File: src/rtl/s_arbiter.sv
// s_arbiter: round-robin per-slave arbiter with read-ID return FIFO; S_ARB_PROT_ERR_EN adds sticky prot_err.
// Latency: m_req sampled at edge k drives s_req after edge k; m_ack/m_resp/m_rdata are combinational.
// Backpressure: one request in flight until s_ack; no new grant while the read-ID FIFO is full.
module s_arbiter #(
  parameter int N_M      = 2,
  parameter int AW       = 32,
  parameter int DW       = 32,
  parameter int RQ_DEPTH = 4
) (
  input  logic              clk,
  input  logic              rst,
  input  logic [N_M-1:0]    m_req,
  input  logic [N_M*AW-1:0] m_addr,
  input  logic [N_M-1:0]    m_cmd,
  input  logic [N_M*DW-1:0] m_wdata,
  output logic [N_M-1:0]    m_ack,
  output logic [N_M-1:0]    m_resp,
  output logic [DW-1:0]     m_rdata,
  output logic [N_M-1:0]    req_sent,
  output logic [N_M-1:0]    data_read,
  output logic              s_req,
  output logic [AW-1:0]     s_addr,
  output logic              s_cmd,
  output logic [DW-1:0]     s_wdata,
  input  logic              s_ack,
  input  logic              s_resp,
  input  logic [DW-1:0]     s_rdata
`ifdef S_ARB_PROT_ERR_EN
  ,output logic             prot_err
`endif
);

  localparam int GW = (N_M > 1) ? $clog2(N_M) : 1;
  localparam int PW = (RQ_DEPTH > 1) ? $clog2(RQ_DEPTH) : 1;
  localparam int CW = PW + 1;

  typedef enum logic {IDLE, BUSY} state_t;

  typedef struct packed {
    logic [AW-1:0] addr;
    logic          cmd;
    logic [DW-1:0] wdata;
  } req_t;

  state_t          state_q, state_d;
  req_t            req_q;
  logic [GW-1:0]   grant_q, last_grant_q, rr_pick;
  logic            rr_found;
  logic [N_M-1:0]  req_sent_q;
  logic [GW-1:0]   rid_mem [RQ_DEPTH];
  logic [PW-1:0]   wr_ptr_q, rd_ptr_q;
  logic [CW-1:0]   count_q;
  logic            fifo_full, fifo_empty, do_grant, ack_ok, push, pop;

  function automatic logic [N_M-1:0] onehot(input logic [GW-1:0] idx);
    onehot = '0;
    onehot[idx] = 1'b1;
  endfunction

  // Scan starts one past the previous winner so every requester is served in turn.
  always_comb begin
    logic [GW-1:0] cand;
    rr_found = 1'b0;
    rr_pick  = '0;
    cand     = '0;
    for (int off = 1; off <= N_M; off++) begin
      cand = GW'((int'(last_grant_q) + off) % N_M);
      if (!rr_found && m_req[cand]) begin
        rr_found = 1'b1;
        rr_pick  = cand;
      end
    end
  end

  assign fifo_full  = (count_q == CW'(RQ_DEPTH));
  assign fifo_empty = (count_q == '0);
  assign ack_ok     = s_ack && (state_q == BUSY) && !rst;
  assign push       = ack_ok && !req_q.cmd;
  assign pop        = s_resp && !fifo_empty && !rst;
  assign do_grant   = (state_q == IDLE) && rr_found && !fifo_full;

  always_ff @(posedge clk) begin
    if (rst) state_q <= IDLE;
    else     state_q <= state_d;
  end

  always_comb begin
    state_d = state_q;
    case (state_q)
      IDLE:    if (do_grant) state_d = BUSY;
      BUSY:    if (s_ack)    state_d = IDLE;
      default: state_d = IDLE;
    endcase
  end

  assign s_req     = (state_q == BUSY);
  assign s_addr    = req_q.addr;
  assign s_cmd     = req_q.cmd;
  assign s_wdata   = req_q.wdata;
  assign req_sent  = req_sent_q;
  assign m_ack     = ack_ok ? onehot(grant_q) : '0;
  assign m_resp    = pop ? onehot(rid_mem[rd_ptr_q]) : '0;
  assign data_read = m_resp;
  assign m_rdata   = pop ? s_rdata : '0;

  always_ff @(posedge clk) begin
    if (rst) begin
      req_q        <= '0;
      grant_q      <= '0;
      last_grant_q <= GW'(N_M - 1);
      req_sent_q   <= '0;
      wr_ptr_q     <= '0;
      rd_ptr_q     <= '0;
      count_q      <= '0;
    end else begin
      req_sent_q <= '0;
      if (do_grant) begin
        grant_q     <= rr_pick;
        req_q.addr  <= m_addr[int'(rr_pick)*AW +: AW];
        req_q.cmd   <= m_cmd[rr_pick];
        req_q.wdata <= m_wdata[int'(rr_pick)*DW +: DW];
        req_sent_q  <= onehot(rr_pick);
      end
      if (ack_ok) last_grant_q <= grant_q;
      if (push)   wr_ptr_q <= wr_ptr_q + PW'(1);
      if (pop)    rd_ptr_q <= rd_ptr_q + PW'(1);
      case ({push, pop})
        2'b10:   count_q <= count_q + CW'(1);
        2'b01:   count_q <= count_q - CW'(1);
        default: ;
      endcase
    end
  end

  always_ff @(posedge clk) begin
    if (push) rid_mem[wr_ptr_q] <= grant_q;
  end

`ifdef S_ARB_PROT_ERR_EN
  always_ff @(posedge clk) begin
    if (rst)
      prot_err <= 1'b0;
    else if ((s_resp && fifo_empty) || (s_ack && state_q == IDLE))
      prot_err <= 1'b1;
  end
`endif

endmodule

File: config.mk
export PLATFORM = sky130hd
export DESIGN_NAME = s_arbiter
export DESIGN_NICKNAME = d
export VERILOG_FILES = /design/src/rtl/s_arbiter.sv
export SDC_FILE = /design/constraint.sdc
export NUM_CORES = 1
export LEC_CHECK = 0
export CAP_MARGIN = 20
export CELL_PAD_IN_SITES_DETAIL_PLACEMENT = 1
export CELL_PAD_IN_SITES_GLOBAL_PLACEMENT = 1
export CORE_AREA = 2 2 117 164
export CTS_BUF_LIST = sky130_fd_sc_hd__clkbuf_2 sky130_fd_sc_hd__clkbuf_4 sky130_fd_sc_hd__clkbuf_8
export CTS_CLUSTER_SIZE = 14
export DETAILED_ROUTE_END_ITERATION = 10
export DIE_AREA = 0 0 119 166
export GPL_TIMING_DRIVEN = 0
export PLACE_DENSITY_LB_ADDON = 0.1
export SLEW_MARGIN = 5
export SYNTH_ARGS = -nofsm -noshare
export SYNTH_HDL_FRONTEND = slang
export SYNTH_SLANG_ARGS = --single-unit
File: constraint.sdc
create_clock -name clk -period 2.21 [get_ports clk]
set_input_delay 0.442 -clock clk [delete_from_list [all_inputs] [get_ports clk]]
set_output_delay 0.442 -clock clk [all_outputs]
set_load 0.005 [all_outputs]
* Yosys cells after proc, flatten, opt, wreduce, memory -nomap -nowiden *
Memory sizes are Yosys's and may differ from the RTL's. A register that Yosys moved wholly into a read port is not among the register bits.
Cells that the tools add are included.

storage, ports and cells
  bits in registers = 77
  bits in writable memories = 4
  output and inout bits = 106
  logic and storage cells = 78
  memories = 1

operators by class
  add/sub/neg operators = 6
  magnitude comparators = 8
  eq/ne operators = 3
  shift-type cells = 2
  multiplexer cells = 27
  bitwise logic cells = 2
  reductions and logical operators = 19

memory list
  memory   depth  bits a word  read ports  clocked after memory_dff  wr ports  RTL line  source
  rid_mem  4      1            1           1                         1         50        logic [GW-1:0] rid_mem [RQ_DEPTH];

operators by type and width
  operator                                                                number
  64-bit by 7-bit variable part select with 32-bit output                 2
  32-bit two-way mux                                                      1
  1-bit two-way mux                                                       17
  1-bit logical AND                                                       11
  1-bit by 2-bit < comparator with 1-bit output (second input constant)   5
  2-bit two-way mux                                                       4
  3-bit one-hot mux with 2 select lines                                   1
  1-bit zero test                                                         5
  2-bit by 1-bit adder with 2-bit output (second input constant)          2
  3-bit by 1-bit adder with 3-bit output (second input constant)          1
  1-bit demux with 1-bit select                                           3
  3-bit equality test (second input constant)                             1
  1-bit greater-or-equal comparator (second input constant)               3
  3-bit zero test                                                         1
  3-bit by 1-bit subtractor with 3-bit output (second input constant)     1
  1-bit adder (second input constant)                                     2
  2-bit by 1-bit equality test with 1-bit output (second input constant)  1
  2-bit equality test (second input constant)                             1
  1-bit inverter                                                          2
  1-bit one-hot mux with 2 select lines                                   1
  2-bit nonzero test                                                      1
  2-bit OR reduction                                                      1

* Logic depth before layout (Yosys ltp) *
Gate-level depths: netlist of run 1.

  depth in word-level cells = 11
  mapped depth = 8

* Worst setup path before layout of run 1 *
No wires, ideal clock.

  path type = input port to flip-flop
  start = in rst
  end = reg count_q[2]
  library setup time = 0.071 ns
  arrival = 2.120 ns
  setup slack = 0.019 ns
  cell stages on the path = 8
  path through = nor4bb_1 clkbuf_1 inv_1 ha_1 fa_1 xnor2_1 or3_1 a21oi_1

on the way
  longest elaborated chain between the ends = 5
  elaborated cells between the ends (all ways) = 8
  classes of those cells = eq/ne: 2; mux: 1; reduce/logical: 5

RTL lines
  what                                                                                          RTL line  source
  start, declared                                                                               11        input logic rst,
  1-bit zero test                                                                               77, 79
  1-bit logical AND                                                                             77        assign ack_ok = s_ack && (state_q == BUSY) && !rst;
  1-bit logical AND                                                                             78        assign push = ack_ok && !req_q.cmd;
  2-bit by 1-bit equality test with 1-bit output / 2-bit equality test (equally long branches)  127       case ({push, pop})
  3-bit one-hot mux with 2 select lines / 2-bit nonzero test (equally long branches)            --
  end signal, assigned                                                                          128       2'b10: count_q <= count_q + CW'(1);
  end signal, assigned                                                                          129       2'b01: count_q <= count_q - CW'(1);
  end, declared                                                                                 52        logic [CW-1:0] count_q;

Several ways; a longest one is shown, not always the timed one.
A chain may end at the register's enable or synchronous reset.

* Worst setup path after layout of run 1 *
  start = reg count_q[2]
  end = out m_rdata[26]

on the way
  longest elaborated chain between the ends = 5

RTL lines
  what                            RTL line  source
  3-bit zero test                 76        assign fifo_empty = (count_q == '0);
  1-bit zero test                 79        assign pop = s_resp && !fifo_empty && !rst;
  1-bit logical AND (2 in a row)  79
  32-bit two-way mux              104       assign m_rdata = pop ? s_rdata : '0;
  end, declared                   18        output logic [DW-1:0] m_rdata,

No other way between the ends.

==> reports/qor.csv, run 1 <==
stage,metric,value,unit
yosys,muxShareOfSynthArea,0.0122,
yosys,yosysMostFrequentCell,nand2_1,
yosys,yosys_warnings,0,
clock_tree,cts_tree,yes,
hold_path,hold_class,flip-flop to flip-flop,
critical_path,crit_path_end_kind,output port,
placement,dpl-instance-area,0.00734,mm^2
cells_and_area,final_area,0.00792,mm^2
route,routed_wl,19.5,mm
global_routing,grt_pass1_vias,5470,
critical_path,crit_required,1770,ps
timing,hold_slack,459,ps
critical_path,startpoint_type,flip-flop,
yosys,synth.largest_area_cell,dfxtp_1,
route,drc_errors,0,
status,outcome,finished clean,
route,vias,5006,
yosys,avgSynthCellArea,8.79,um^2
floorplanning,die_height,166,um
yosys,ys_seq_area_frac,0.395,
placement,dpl.cell_count,1007,
yosys,netlist_instances,490,
timing,relSlewSlack,0.488,
cells_and_area,layout-area-overhead-vs-synth,83.9,%
placement,portBuffers,273,
run,maxCapViolations,0,
clock_tree,path_clk_slew,80,ps
power_and_ir_drop,p_leak,3.14,nW
global_routing,grt_max_degree,20,
global_routing,antenna_found_initial,0,
critical_path,path_max_fanout,6,
timing,fmax,463,MHz
yosys,yosys.area_share.adder,0.0192,
timing,finalSetupViolCount,0,
critical_path,slowest_stage,or3_4,
floorplanning,io_pins,274,
route,avgViaCountPerCell,4.75,
yosys,synthTopCellsByArea,"dfxtp_1 (37%), a311oi_2 (17%), nand2_1 (12%), a21oi_1 (8.1%), and3_1 (4.9%)",
yosys,syn_area,0.00431,mm^2
critical_path,arrival,1720,ps
yosys,synthFlopType,dfxtp_1,
critical_path,path_cells,"or3_4, buf_8, and3_1, clkdlybuf4s15_1",
power_and_ir_drop,power,0.00421,W
clock_tree,cts_buffers,9,
yosys,synth_top_area_frac,0.367,
yosys,yosys-top-cells-count,"nand2_1 (132), dfxtp_1 (79), a21oi_1 (70)",
yosys,synth_top_family_by_area,compound AO/OA/AOI/OAI gates,
timing,fin_crit,2160,ps
yosys,syn-num-nets,664,
critical_path,slowest_delay,470,ps
timing,hold_violations,0,
cells_and_area,fin_nets,980,
power_and_ir_drop,peakVddDrop,0.239,mV
cells_and_area,layout-drive-gt1-share,0.218,
yosys,ys_ff_latch,83,
route,dr.pass1.iters,4,
clock_tree,clk-insertion-delay-late,360,ps
floorplanning,die_area,0.0198,mm^2
floorplanning,start_util,0.234,
clock_tree,htreeDepth,3,
timing,tightestPinTransition,768,ps
timing,rsz0062_at_grt,no,
route,drtIter0Drc,112,
floorplanning,core.rowCount,59,
power_and_ir_drop,powerDensity,531,mW/mm^2
floorplanning,coreArea,0.0184,mm^2
yosys,yosys.area_share.simple,0.201,
route,final_antenna_net_count,0,
yosys,synth-edff-count,4,
yosys,ys_types,35,
placement,place_hpwl,14.5,mm
clock_tree,root_buffer,clkbuf_8,
yosys,async_flop_share,0,
yosys,synth_compound_area_frac,0.299,
timing,maxSlewViolCount,0,
yosys,synthXorXnorAreaFrac,0.00610,
global_routing,grtUsageTotal,0.190,
clock_tree,cts_buffer_depth,2,
cells_and_area,fin_util,0.431,
global_routing,grt_first_pass_wirelength,29.8,mm
timing,min_period_over_period,0.977,
global_routing,overflow,0,
placement,globalplace.congestion,0.780,
cells_and_area,finalNonFillerCells,1055,
critical_path,worstSetupPathType,flip-flop to output port,
floorplanning,die_w,119,um
cells_and_area,antennaDiodeCount,0,
clock_tree,clock_sinks,83,
timing,fin_skew,13.7,ps
route,wl_per_cell,18.5,um
-- final timing paths --
path | from | endpoint | slack, ps | cells past startpoint
min | rd_ptr_q[1] | flip-flop | 460 | 1
min reg2reg | rd_ptr_q[1] | flip-flop | 460 | 1
max reg2reg | s_req | count_q[2] | 140 | 8
max | count_q[2] | m_rdata[26] | 50 | 4
-- metal layers --
metal | share of wire | up-vias | wire, um | global-route usage
met5 | 0 | - | 0 | 0
met4 | 0.032 | 0 | 620 | 0.0823
met3 | 0.066 | 29 | 1290 | 0.0495
met2 | 0.53 | 190 | 10300 | 0.353
met1 | 0.37 | 2388 | 7280 | 0.200
li1 | - | 2399 | - | -
-- worst max-delay path: cells and delay by family, from the launching register on --
family,cells,cell delay (ps)
flops,1,370
simple gates,2,630
buf+inv,2,360
-- sequential cells by signal, indices dropped and copies added (netlist names), named ones only --
name          count
count_q           3
grant_q           1
last_grant_q      1
rd_ptr_q          2
req_sent          2
rid_mem           4
s_addr           32
s_cmd             1
s_req             1
s_wdata          32
wr_ptr_q          2
-- layout by cell type (no fill, tap or decap), drive strengths merged, types with 4 or more instances in the layout --
master         count
nand2            132
clkdlybuf4s50    233
a311oi            65
nor2               5
clkdlybuf4s15     12
and2               5
or3                4
inv                5
edfxtp             4
dfxtp             79
a21oi             70
nor3               5
and3              34
buf               65
dlygate4sd2        5
clkbuf            56
ha                 5
-- final cells by class --
class                           instances  area, um^2
Timing Repair Buffer                  306        2920
Clock inverter                          4        31.3
Sequential cell                        83        1720
Tap cell                              244         305
Multi-Input combinational cell        350        2410
Inverter                                3        11.3
Buffer                                 53         358
Clock buffer                           12         165
Fill cell                            2121       10500
-- logic make-up after synthesis --
| group | count (synthesis) |
|---|---|
| AO/OA/AOI/OAI | 142 |
| XOR/XNOR | 3 |
| adder cells (fa/ha/maj) | 6 |
| buffers and inverters | 59 |
| flip-flops | 83 |
| multiplexers | 4 |
| AND/OR/NAND/NOR | 193 |
-- metrics by stage --
stage / setup WS (ps) / setup TNS [ps]
2_1_floorplan: 19.2 / 0
3_3_place_gp: -1300 / -54220
3_5_place_dp: -1350 / -58860
4_1_cts: -35.2 / -54.4
5_1_grt: 0.438 / 0
6_report: 49.9 / 0
-- power by group --
| part | switching, W | total (W) | leakage (nW) | internal, W |
|---|---|---|---|---|
| Clock | 0.000602 | 0.00111 | 0.0995 | 0.000509 |
| Combinational | 0.000563 | 0.00137 | 2.35 | 0.000805 |
| Sequential | 0.0000843 | 0.00173 | 0.695 | 0.00164 |
| Total | 0.00125 | 0.00421 | 3.14 | 0.00296 |
-- what timing repair did --
item	4_1_cts	5_1_grt
resized for setup	150	38
pin swaps	5	3
setup endpoints to repair	77	40
cloned	8	0
setup buffers	24	3
hold buffers	0	0
No activity file was read; power rests on OpenSTA's default activity.
==> inputs of run 2 (changes only) <==
- PLACE_DENSITY: unset -> 0.9
- PLACE_DENSITY_LB_ADDON: 0.1 -> unset
==> reports/qor.csv, run 2 (synthesis results as in run 1) <==
stage,metric,value,unit,change
floorplanning,coreArea,0.0184,mm^2,unchanged
critical_path,slowest_stage,fa_1,,was or3_4
critical_path,crit_family,simple AND/OR/NAND/NOR gates,,unchanged
global_routing,overflow,0,,unchanged
clock_tree,postCtsHoldBufs,0,,unchanged
cells_and_area,layout-drive-gt1-share,0.229,,was 0.218
status,failed_checks,negative setup slack,,
power_and_ir_drop,switchingPower,0.00126,W,was 0.00125 W
global_routing,grt_first_pass_wirelength,31.9,mm,was 29.8 mm
floorplanning,core.rowCount,59,,unchanged
placement,place_hpwl,14.6,mm,was 14.5 mm
status,outcome,"complete, but fails checks",,was finished clean
route,drtIter0Drc,109,,was 112
floorplanning,start_util,0.234,,unchanged
cells_and_area,fin_util,0.441,,was 0.431
timing,fmax,438,MHz,was 463 MHz
power_and_ir_drop,clkPwrFrac,0.307,,was 0.264
critical_path,arrival,2570,ps,was 1720 ps
power_and_ir_drop,peakVddDrop,0.249,mV,was 0.239 mV
timing,relSlewSlack,0.472,,was 0.488
critical_path,critPathBufInv,2,,unchanged
timing,tightestPinTransition,792,ps,was 768 ps
power_and_ir_drop,pwr-share-seq,0.383,,was 0.411
global_routing,grt_pass1_vias,5675,,was 5470
route,avgViaCountPerCell,4.82,,was 4.75
critical_path,crit_required,2500,ps,was 1770 ps
timing,rsz0062_at_grt,yes,,was no
critical_path,startpoint_type,input pin,,was flip-flop
route,wl_per_cell,19.6,um,was 18.5 um
clock_tree,cts_tree,yes,,unchanged
power_and_ir_drop,power_frac_comb,0.310,,was 0.325
cells_and_area,fillers,2100,,was 2121
route,dr.pass1.iters,4,,unchanged
route,final_antenna_net_count,0,,unchanged
cells_and_area,final_cell_mix,"clkdlybuf4s50_1 (232), nand2_1 (132), dfxtp_1 (76)",,"was clkdlybuf4s50_1 (233), nand2_1 (132), dfxtp_1 (74)"
cells_and_area,final_common_cell,clkdlybuf4s50_1,,unchanged
timing,hold_slack,462,ps,was 459 ps
timing,min_period_over_period,1.03,,was 0.977
clock_tree,cts_buffers,9,,unchanged
clock_tree,cts_buffer_depth,2,,unchanged
timing,fin_skew,10.3,ps,was 13.7 ps
hold_path,hold_class,flip-flop to flip-flop,,unchanged
placement,dpl.cell_count,1007,,unchanged
critical_path,worstSetupPathType,input pin to flip-flop,,was flip-flop to output port
critical_path,slowest_delay,390,ps,was 470 ps
placement,portBuffers,273,,unchanged
route,vias,5078,,was 5006
route,drc_errors,0,,unchanged
placement,globalplace.congestion,0.779,,was 0.780
clock_tree,clk-insertion-delay-late,380,ps,was 360 ps
clock_tree,clock_sinks,83,,unchanged
global_routing,antenna_found_initial,0,,unchanged
timing,fin_ws,-71.5,ps,was 49.9 ps
run,maxCapViolations,0,,unchanged
power_and_ir_drop,p_leak,3.16,nW,was 3.14 nW
cells_and_area,layout-area-overhead-vs-synth,88.3,%,was 83.9%
timing,hold_violations,0,,unchanged
critical_path,path_max_fanout,7,,was 6
power_and_ir_drop,sw_frac_of_total,0.280,,was 0.297
timing,finalSetupViolCount,4,,was 0
cells_and_area,fin_nets,978,,was 980
clock_tree,root_buffer,clkbuf_8,,unchanged
floorplanning,die_height,166,um,unchanged
cells_and_area,finalNonFillerCells,1053,,was 1055
power_and_ir_drop,powerDensity,557,mW/mm^2,was 531 mW/mm^2
cells_and_area,final_area,0.00811,mm^2,was 0.00792 mm^2
power_and_ir_drop,internal_power,0.00325,W,was 0.00296 W
floorplanning,io_pins,274,,unchanged
placement,dpl-instance-area,0.00734,mm^2,unchanged
global_routing,grt_max_degree,20,,unchanged
floorplanning,die_w,119,um,unchanged
global_routing,grtUsageTotal,0.207,,was 0.190
critical_path,path_cells,"dlygate4sd2_1, clkbuf_8, nand2b_1, nor2_1, ha_1, fa_1, xnor2_1, or3_1, a21oi_1",,"was or3_4, buf_8, and3_1, clkdlybuf4s15_1"
critical_path,crit_path_end_kind,flip-flop,,was output port
clock_tree,path_clk_slew,90,ps,was 80 ps
route,routed_wl,20.7,mm,was 19.5 mm
cells_and_area,antennaDiodeCount,0,,unchanged
floorplanning,die_area,0.0198,mm^2,unchanged
placement,dpl_worst_slack,-1350,ps,about the same
timing,fin_crit,2280,ps,was 2160 ps
clock_tree,htreeDepth,3,,unchanged
timing,maxSlewViolCount,0,,unchanged
==> run 2: cell count changes in the layout (fill, tap and decap cells not counted), sizes merged, moves of 2 or more <==
| cell | previous run | this run |
|---|---|---|
| buf | 65 | 67 |
| bufinv | 0 | 3 |
| clkbuf | 56 | 54 |
| clkdlybuf4s15 | 12 | 10 |
| inv | 5 | 3 |
==> run 2: worst paths after layout <==
check	end	slack (ps)	start	cells past startpoint
worst max-delay path	count_q[2]	-70	rst	9
worst min-delay path	rd_ptr_q[1]	460	rd_ptr_q[1]	1
worst max register to register	count_q[2]	-70	count_q[2]	7
worst min register to register	rd_ptr_q[1]	460	rd_ptr_q[1]	1
==> run 2: area by class of cell <==
type                       count  area, um^2  area share
timing repair buffer         305        3030       0.374
multi-input combinational    350        2470       0.304
sequential                    83        1710       0.211
buffer                        52         343      0.0423
tap                          244         305      0.0376
clock buffer                  11         145      0.0179
clock inverter                 5         100      0.0123
inverter                       3        11.3     0.00139
==> run 2: what timing repair did <==
item	in CTS	in global routing
pin swaps	18	2
setup buffers	23	4
gates resized for setup	202	28
cloned	8	0
endpoints found under the setup margin	47	66
==> run 2: per-layer routing <==
metal  vias up  part of all wire  wire length [um]  GRT usage
met5         -                 0                 0          0
met1      2442              0.37              7710      0.217
met4         0             0.032               662     0.0854
met3        35             0.066              1360     0.0556
li1       2398                 -                 -          -
met2       203              0.53             10900      0.386
==> run 2: stage by stage <==
step                      total power (W)  setup TNS (ps)
after detailed placement          0.00304          -54950
after global placement            0.00301          -51920
after global routing              0.00474           -1090
after CTS                         0.00456            -956
final                             0.00452            -201
after floorplan                   0.00229               0
==> run 2: worst reg2reg max path, delay by kind of cell (launching register included) <==
kind | cells | cell delay (ps)
AOI/OAI and AO/OA | 1 | 190
xor gates and xnor gates | 1 | 150
adders and majority gates | 2 | 630
DFF | 1 | 370
and+or+nand+nor | 3 | 860
==> run 2: power by group through the flow <==
stage	Clock [W]	Sequential, W	Combinational [W]
finish	0.00139	0.00173	0.00140
global route	0.00149	0.00175	0.00151
CTS	0.00143	0.00173	0.00140
detailed placement	0	0.00176	0.00128
global placement	0	0.00176	0.00125
floorplan	0	0.00176	0.000524
